===== src/rtl/fb_write_ctrl.sv =====
// Byte decoder and back-buffer write sequencer for the double-buffered SPI framebuffer.
// Optional build macro FB_AUTO_SWAP_EN: a completed frame requests a swap automatically.
module fb_write_ctrl #(
  parameter int RES_X      = 320,
  parameter int RES_Y      = 240,
  parameter int ADDR_WIDTH = $clog2(RES_X*RES_Y)
) (
  input  logic                  clk,
  input  logic                  rst,
  input  logic                  rx_valid,
  input  logic [7:0]            rx_byte,
  input  logic                  frame_start,
  output logic                  fb_we,
  output logic [ADDR_WIDTH-1:0] fb_waddr,
  output logic [5:0]            fb_wdata,
  output logic                  fb_wsel,
  output logic                  front_sel,
  output logic                  swap_pending,
  output logic                  swap_done,
  output logic                  frame_done,
  output logic [ADDR_WIDTH-1:0] addr_count,
  output logic [7:0]            drop_cnt
);
  localparam logic [ADDR_WIDTH-1:0] LAST_ADDR = ADDR_WIDTH'(RES_X*RES_Y-1);

  typedef enum logic {STREAM, SWAP_WAIT} state_t;

  state_t                state, state_nxt;
  logic [ADDR_WIDTH-1:0] next_addr, next_addr_nxt;
  logic [ADDR_WIDTH-1:0] fb_waddr_nxt, addr_count_nxt, wr_addr;
  logic [5:0]            fb_wdata_nxt;
  logic [7:0]            drop_cnt_nxt;
  logic                  fb_we_nxt, front_sel_nxt, swap_pending_nxt, swap_done_nxt, frame_done_nxt;
  logic                  is_pix, is_align, is_swap, swap_req, swap_exec, wr;

  assign fb_wsel = ~front_sel;

  always_ff @(posedge clk or posedge rst) begin
    if (rst) begin
      state        <= STREAM;
      next_addr    <= '0;
      fb_we        <= 1'b0;
      fb_waddr     <= '0;
      fb_wdata     <= '0;
      front_sel    <= 1'b0;
      swap_pending <= 1'b0;
      swap_done    <= 1'b0;
      frame_done   <= 1'b0;
      addr_count   <= '0;
      drop_cnt     <= '0;
    end else begin
      state        <= state_nxt;
      next_addr    <= next_addr_nxt;
      fb_we        <= fb_we_nxt;
      fb_waddr     <= fb_waddr_nxt;
      fb_wdata     <= fb_wdata_nxt;
      front_sel    <= front_sel_nxt;
      swap_pending <= swap_pending_nxt;
      swap_done    <= swap_done_nxt;
      frame_done   <= frame_done_nxt;
      addr_count   <= addr_count_nxt;
      drop_cnt     <= drop_cnt_nxt;
    end
  end

  always_comb begin
    is_pix    = rx_valid && !rx_byte[7];
    is_align  = rx_valid && (rx_byte == 8'h80);
    is_swap   = rx_valid && (rx_byte == 8'h81);
`ifdef FB_AUTO_SWAP_EN
    swap_req  = is_swap || frame_done;
`else
    swap_req  = is_swap;
`endif
    swap_exec = (state == SWAP_WAIT) && frame_start;
    // A pixel arriving with the swap lands at the start of the new back buffer.
    wr        = is_pix && ((state == STREAM) || swap_exec);
    wr_addr   = swap_exec ? '0 : next_addr;

    state_nxt        = state;
    next_addr_nxt    = next_addr;
    fb_we_nxt        = 1'b0;
    fb_waddr_nxt     = fb_waddr;
    fb_wdata_nxt     = fb_wdata;
    front_sel_nxt    = front_sel;
    swap_pending_nxt = swap_pending;
    swap_done_nxt    = 1'b0;
    frame_done_nxt   = 1'b0;
    addr_count_nxt   = addr_count;
    drop_cnt_nxt     = drop_cnt;

    case (state)
      STREAM: begin
        if (swap_req) begin
          state_nxt        = SWAP_WAIT;
          swap_pending_nxt = 1'b1;
        end
      end
      SWAP_WAIT: begin
        if (frame_start) begin
          state_nxt        = STREAM;
          swap_pending_nxt = 1'b0;
          front_sel_nxt    = ~front_sel;
          swap_done_nxt    = 1'b1;
          next_addr_nxt    = '0;
        end else if (is_pix && (drop_cnt != 8'hFF)) begin
          drop_cnt_nxt = drop_cnt + 8'd1;
        end
      end
      default: state_nxt = STREAM;
    endcase

    if (is_align) begin
      next_addr_nxt  = '0;
      addr_count_nxt = '0;
    end

    if (is_pix) fb_wdata_nxt = rx_byte[5:0];

    if (wr) begin
      fb_we_nxt      = 1'b1;
      fb_waddr_nxt   = wr_addr;
      addr_count_nxt = wr_addr;
      frame_done_nxt = (wr_addr == LAST_ADDR);
      next_addr_nxt  = (wr_addr == LAST_ADDR) ? '0 : wr_addr + 1'b1;
    end
  end

endmodule

===== config.mk =====
export PLATFORM = sky130hd
export DESIGN_NAME = fb_write_ctrl
export DESIGN_NICKNAME = d
export VERILOG_FILES = /design/src/rtl/fb_write_ctrl.sv
export SDC_FILE = /design/constraint.sdc
export NUM_CORES = 1
export LEC_CHECK = 0
export CORE_MARGIN = 2
export CORE_UTILIZATION = 35
export DETAILED_ROUTE_END_ITERATION = 16
export RECOVER_POWER = 100
export SYNTH_ARGS = -nofsm -noshare
export SYNTH_HDL_FRONTEND = slang
export SYNTH_SLANG_ARGS = --single-unit

===== constraint.sdc =====
create_clock -name clk -period 5.63 [get_ports clk]
set_input_delay 0.8445 -clock clk [delete_from_list [all_inputs] [get_ports clk]]
set_output_delay 0.8445 -clock clk [all_outputs]
set_load 0.005 [all_outputs]

==> flow_summary.html <==
<table>
<tr><th>Metric</th><th>Value</th></tr>
<tr><th colspan="2">Status</th></tr>
<tr><td>Status</td><td>complete, no violations</td></tr>
<tr><th colspan="2">Clock tree</th></tr>
<tr><td>Number of resized instances in the post-cts repair step</td><td>0</td></tr>
<tr><td>Clock root buffer</td><td>sky130_fd_sc_hd__clkbuf_8</td></tr>
<tr><td>Clock-pin slew reported for the worst setup and hold paths after clock tree synthesis</td><td>~0.070 ns</td></tr>
<tr><td>Number of clock sinks</td><td>71</td></tr>
<tr><td>Maximum count of clock buffers along a single path</td><td>2</td></tr>
<tr><td>Count of hold buffers inserted by post-cts repair</td><td>0</td></tr>
<tr><td>TritonCTS clock tree</td><td>done</td></tr>
<tr><td>Number of buffers added by the clock tree synthesis step</td><td>9</td></tr>
<tr><td>Clock latency on the worst-skew pair</td><td>between 0.3 and 0.4 ns</td></tr>
<tr><td>Post-CTS setup-driven buffer insertion count</td><td>0</td></tr>
<tr><td>H-tree depth reported by CTS</td><td>3</td></tr>
<tr><th colspan="2">Synth</th></tr>
<tr><td>Number of enable-type register cells in the synthesized netlist</td><td>0</td></tr>
<tr><td>Mean Syn Cell Area</td><td>10.17 µm²</td></tr>
<tr><td>Share of Yosys cell area claimed by the top area cell type</td><td>0.5689</td></tr>
<tr><td>Leading post-synthesis cells by instance count</td><td>sky130_fd_sc_hd__nand2_1, sky130_fd_sc_hd__dfrtp_1, sky130_fd_sc_hd__a22o_1</td></tr>
<tr><td>Count of warnings emitted by yosys</td><td>0</td></tr>
<tr><td>Mapped Nets</td><td>321</td></tr>
<tr><td>Async set-or-reset flop fraction in the synthesized netlist</td><td>1.000</td></tr>
<tr><td>Library cell with the largest summed area after synthesis</td><td>sky130_fd_sc_hd__dfrtp_1</td></tr>
<tr><td>Largest cells by area after synthesis</td><td>sky130_fd_sc_hd__dfrtp_1, sky130_fd_sc_hd__nand2_1, sky130_fd_sc_hd__a22o_1</td></tr>
<tr><td>Share of synthesized area occupied by flip-flops and latches</td><td>0.5689</td></tr>
<tr><td>Number of instances in the synthesized netlist</td><td>307</td></tr>
<tr><td>Cell area after technology mapping</td><td>3123 µm²</td></tr>
<tr><td>Predominant post-synthesis flop cell</td><td>sky130_fd_sc_hd__dfrtp_1</td></tr>
<tr><td>Count of state elements after synthesis</td><td>71</td></tr>
<tr><td>Cell variety after synth</td><td>48</td></tr>
<tr><td>Most repeated cell in the gate-level netlist after synthesis</td><td>sky130_fd_sc_hd__nand2_1</td></tr>
<tr><th colspan="2">Floorplan</th></tr>
<tr><td>Die Footprint</td><td>9694 µm²</td></tr>
<tr><td>Starting Density</td><td>0.3599</td></tr>
<tr><td>Number of placement rows</td><td>34</td></tr>
<tr><td>I/O pin cnt</td><td>66</td></tr>
<tr><td>Chip width</td><td>98.46 µm</td></tr>
<tr><td>Die extent in y</td><td>98.46 µm</td></tr>
<tr><td>Core Region</td><td>8678 µm²</td></tr>
<tr><th colspan="2">Route</th></tr>
<tr><td>Number of iterations in the first detailed-routing pass</td><td>4</td></tr>
<tr><td>Routed wire length</td><td>7.524 mm</td></tr>
<tr><td>DRC</td><td>0</td></tr>
<tr><td>Max Used Layer</td><td>met4</td></tr>
<tr><td>Number of nets with antenna violations after routing</td><td>0</td></tr>
<tr><td>Vias per cell</td><td>5.253</td></tr>
<tr><td>Number of DRC markers after the initial detailed-route iteration</td><td>~180</td></tr>
<tr><td>WL met2</td><td>3.420 mm</td></tr>
<tr><td>Average detailed-routed wire length per instance</td><td>approximately 16 µm</td></tr>
<tr><td>Metal3 WL</td><td>307 µm</td></tr>
<tr><td>Total via count in the routed design</td><td>2537</td></tr>
<tr><td>Metal1 wirelength</td><td>roughly 3.6 mm</td></tr>
<tr><th colspan="2">Worst setup path</th></tr>
<tr><td>Path type of the worst setup path</td><td>in -&gt; reg</td></tr>
<tr><td>FF-to-FF End</td><td>next_addr[16]</td></tr>
<tr><td>Worst-path cell chain</td><td>dlygate4sd3_1, nand2_1, clkbuf_1, nand2_1, inv_1, ha_1, nand3_1, or4b_1, or4_4, xnor2_2, a31o_1</td></tr>
<tr><td>Crit-path slowest cell</td><td>sky130_fd_sc_hd__clkbuf_1</td></tr>
<tr><td>Worst Reg-to-Reg Cells</td><td>10</td></tr>
<tr><td>Maximum fanout encountered on the critical timing path</td><td>23</td></tr>
<tr><td>Startpoint of the worst register-to-register path</td><td>state</td></tr>
<tr><td>Family with the most delay on the worst path</td><td>simple AND/OR/NAND/NOR gates</td></tr>
<tr><td>Kind of start point of the critical path</td><td>input port</td></tr>
<tr><td>Slack of the worst reg-to-reg path</td><td>2.12 ns</td></tr>
<tr><td>Crit. path cell count</td><td>11</td></tr>
<tr><td>Most common cell type on the critical path</td><td>sky130_fd_sc_hd__nand2_1</td></tr>
<tr><td>Max incr delay on CP</td><td>0.70 ns</td></tr>
<tr><td>Required time at the worst-slack endpoint</td><td>5.86 ns</td></tr>
<tr><td>CP endpoint</td><td>next_addr[16]</td></tr>
<tr><td>Worst setup path startpoint</td><td>frame_start</td></tr>
<tr><td>Critical path capture point type</td><td>flop</td></tr>
<tr><td>Arrival time reported for the critical path endpoint</td><td>between 4 and 5 ns</td></tr>
<tr><td>Buffers plus inverters on the worst setup path</td><td>3</td></tr>
<tr><th colspan="2">Min path</th></tr>
<tr><td>Hold WC Path Type</td><td>reg -&gt; reg</td></tr>
<tr><th colspan="2">GRT</th></tr>
<tr><td>Grt ovf</td><td>0</td></tr>
<tr><td>Antenna violations before repair</td><td>0</td></tr>
<tr><td>Wire length of the first global-routing pass</td><td>12.56 mm</td></tr>
<tr><td>Number of global-route vias before repair</td><td>around 2400</td></tr>
<tr><td>Pin count of the biggest net entering global routing</td><td>72</td></tr>
<tr><td>Global Route Usage Sum</td><td>0.1620</td></tr>
<tr><th colspan="2">Power and ir drop</th></tr>
<tr><td>Leakage Power</td><td>1.983 nW</td></tr>
<tr><td>Share of total power consumed by net switching</td><td>0.2523</td></tr>
<tr><td>Power Internal</td><td>0.8424 mW</td></tr>
<tr><td>Share of total power in sequential cells</td><td>0.519</td></tr>
<tr><td>Part of the total power dissipated in combinational logic</td><td>0.128</td></tr>
<tr><td>Pwr/cell area</td><td>between 200 and 300 nW/µm²</td></tr>
<tr><td>Clock group share of total power</td><td>0.354</td></tr>
<tr><td>Net switching power</td><td>0.2843 mW</td></tr>
<tr><td>Worst VDD drop</td><td>between 0.0001 and 0.00015 V</td></tr>
<tr><th colspan="2">Layout</th></tr>
<tr><td>Antenna diode instance count</td><td>0</td></tr>
<tr><td>Footprint of the flip-flops and latches</td><td>1777 µm²</td></tr>
<tr><td>Fraction of final layout cells with drive strength greater than 1</td><td>0.05333</td></tr>
<tr><td>Filler Cell Count</td><td>840</td></tr>
<tr><td>Final standard cell utilization of the core</td><td>0.4655</td></tr>
<tr><td>Area taken by multi-input logic gates</td><td>1240 µm²</td></tr>
<tr><td>Total number of nets in the final design</td><td>385</td></tr>
<tr><td>Area delta synth-&gt;final</td><td>29.37%</td></tr>
<tr><th colspan="2">Placement</th></tr>
<tr><td>Half-perimeter wire length after placement</td><td>4.907 mm</td></tr>
<tr><td>Weighted congestion reported at the end of routability-driven placement</td><td>0.8355</td></tr>
<tr><td>Count of input and output buffers</td><td>65</td></tr>
<tr><th colspan="2">Flow run</th></tr>
<tr><td>Max-cap violations</td><td>0</td></tr>
<tr><th colspan="2">Timing</th></tr>
<tr><td>Number of max-slew violations in the final report</td><td>0</td></tr>
<tr><td>Upper clock frequency limit</td><td>around 0.24 GHz</td></tr>
<tr><td>Total Neg Setup Slack</td><td>0 ns</td></tr>
<tr><td>Clk_skew</td><td>a little over 0.009 ns</td></tr>
<tr><td>Final period utilization</td><td>0.7410</td></tr>
<tr><td>Tmin final</td><td>around 4.2 ns</td></tr>
<tr><td>Transition time at the pin with the least slew margin</td><td>between 1 and 1.5 ns</td></tr>
<tr><td>Hold violation total from the final report</td><td>0</td></tr>
<tr><td>Setup repair after global routing missed its margin</td><td>no</td></tr>
<tr><td>Final setup violation count</td><td>0</td></tr>
<tr><td>Worst slew margin relative to its limit</td><td>0.06559</td></tr>
</table>
[kinds of logic (layout without fill, tap and decap cells)]
logic type / count (synthesis) / after routing / synth area share
AO/OA/AOI/OAI: 60 / 60 / 0.1386
XOR/XNOR: 11 / 11 / 0.03325
adder cells (fa/ha/maj): 2 / 2 / 0.008012
buffers and inverters: 23 / 91 / 0.02885
flip-flops: 71 / 71 / 0.5689
multiplexers: 1 / 1 / 0.003606
AND/OR/NAND/NOR: 139 / 139 / 0.2188
[layout make-up]
type,count,area share
Timing Repair Buffer,71,0.1685
Tap cell,108,0.03345
Multi-Input combinational cell,213,0.3069
Clock inverter,3,0.01084
Inverter,5,0.004645
Sequential cell,71,0.4398
Clock buffer,12,0.03592
[metal layers]
metal  vias to the layer above  track usage
met4                         0      0.07692
met1                      1227       0.2336
met3                        16      0.02766
li1                       1220            -
met5                         -            0
met2                        74       0.2386
[how the worst min path moves through the flow]
stage | slack [ns] | startpoint | to | cells past startpoint
global placement | 0.46 | fb_waddr[2] | fb_waddr[2] | 2
finish | 0.47 | fb_waddr[10] | fb_waddr[10] | 2
detailed placement | 0.46 | fb_waddr[10] | fb_waddr[10] | 2
floorplan | 0.47 | fb_wdata[0] | fb_wdata[0] | 2
CTS | 0.48 | addr_count[16] | addr_count[16] | 2
global route | 0.50 | fb_wdata[5] | fb_wdata[5] | 2
[worst min-delay path, cell delays in order (launching register included)]
cell	delay (ns)
sky130_fd_sc_hd__dfrtp_1	0.34
sky130_fd_sc_hd__nand2_1	0.05
sky130_fd_sc_hd__nand2_1	0.05
[per-stage QoR]
stage / setup slack [ns] / hold slack (ns) / std cells / instance area (µm²) / power [mW]
after global placement: 1.950 / 0.4584 / 468 / 3882 / 0.7560
final: 1.458 / 0.4687 / 483 / 4040 / 1.127
after floorplan: 2.443 / 0.4697 / 307 / 3123 / 0.6633
after detailed placement: 1.906 / 0.4647 / 468 / 3882 / 0.7582
after CTS: 2.257 / 0.4826 / 483 / 4071 / 1.162
after global routing: 1.163 / 0.5035 / 483 / 4040 / 1.184
[power groups by stage]
stage               Clock, mW  Sequential (mW)  Combinational, mW
CTS                     0.412            0.588              0.162
finish                  0.399            0.584              0.144
detailed placement          0            0.597              0.161
global route            0.431            0.591              0.161
floorplan                   0            0.589             0.0742
global placement            0            0.597              0.159
[cell usage in the layout, fill, tap and decap left out, types with 4 or more instances in the layout]
| cell type | n |
|---|---|
| sky130_fd_sc_hd__dlygate4sd3_1 | 58 |
| sky130_fd_sc_hd__a22o_1 | 19 |
| sky130_fd_sc_hd__clkdlybuf4s50_1 | 7 |
| sky130_fd_sc_hd__a21oi_1 | 5 |
| sky130_fd_sc_hd__dfrtp_1 | 71 |
| sky130_fd_sc_hd__clkbuf_1 | 6 |
| sky130_fd_sc_hd__o21ai_0 | 15 |
| sky130_fd_sc_hd__xnor2_1 | 6 |
| sky130_fd_sc_hd__nand2b_1 | 4 |
| sky130_fd_sc_hd__and2_1 | 5 |
| sky130_fd_sc_hd__clkbuf_8 | 10 |
| sky130_fd_sc_hd__nand4_1 | 9 |
| sky130_fd_sc_hd__inv_1 | 4 |
| sky130_fd_sc_hd__nand3b_1 | 4 |
| sky130_fd_sc_hd__nor3_1 | 8 |
| sky130_fd_sc_hd__xor2_1 | 4 |
| sky130_fd_sc_hd__nor2_1 | 8 |
| sky130_fd_sc_hd__nand2_1 | 72 |
| sky130_fd_sc_hd__nand3_1 | 13 |
[flip-flops by register name, summed over array words and instances, names as in the netlist]
register	count
addr_count	17
fb_waddr	17
next_addr	17
drop_cnt	8
fb_wdata	6
fb_we	1
frame_done	1
front_sel	1
state	1
swap_done	1
swap_pending	1
(Power assumes the default switching activity.)
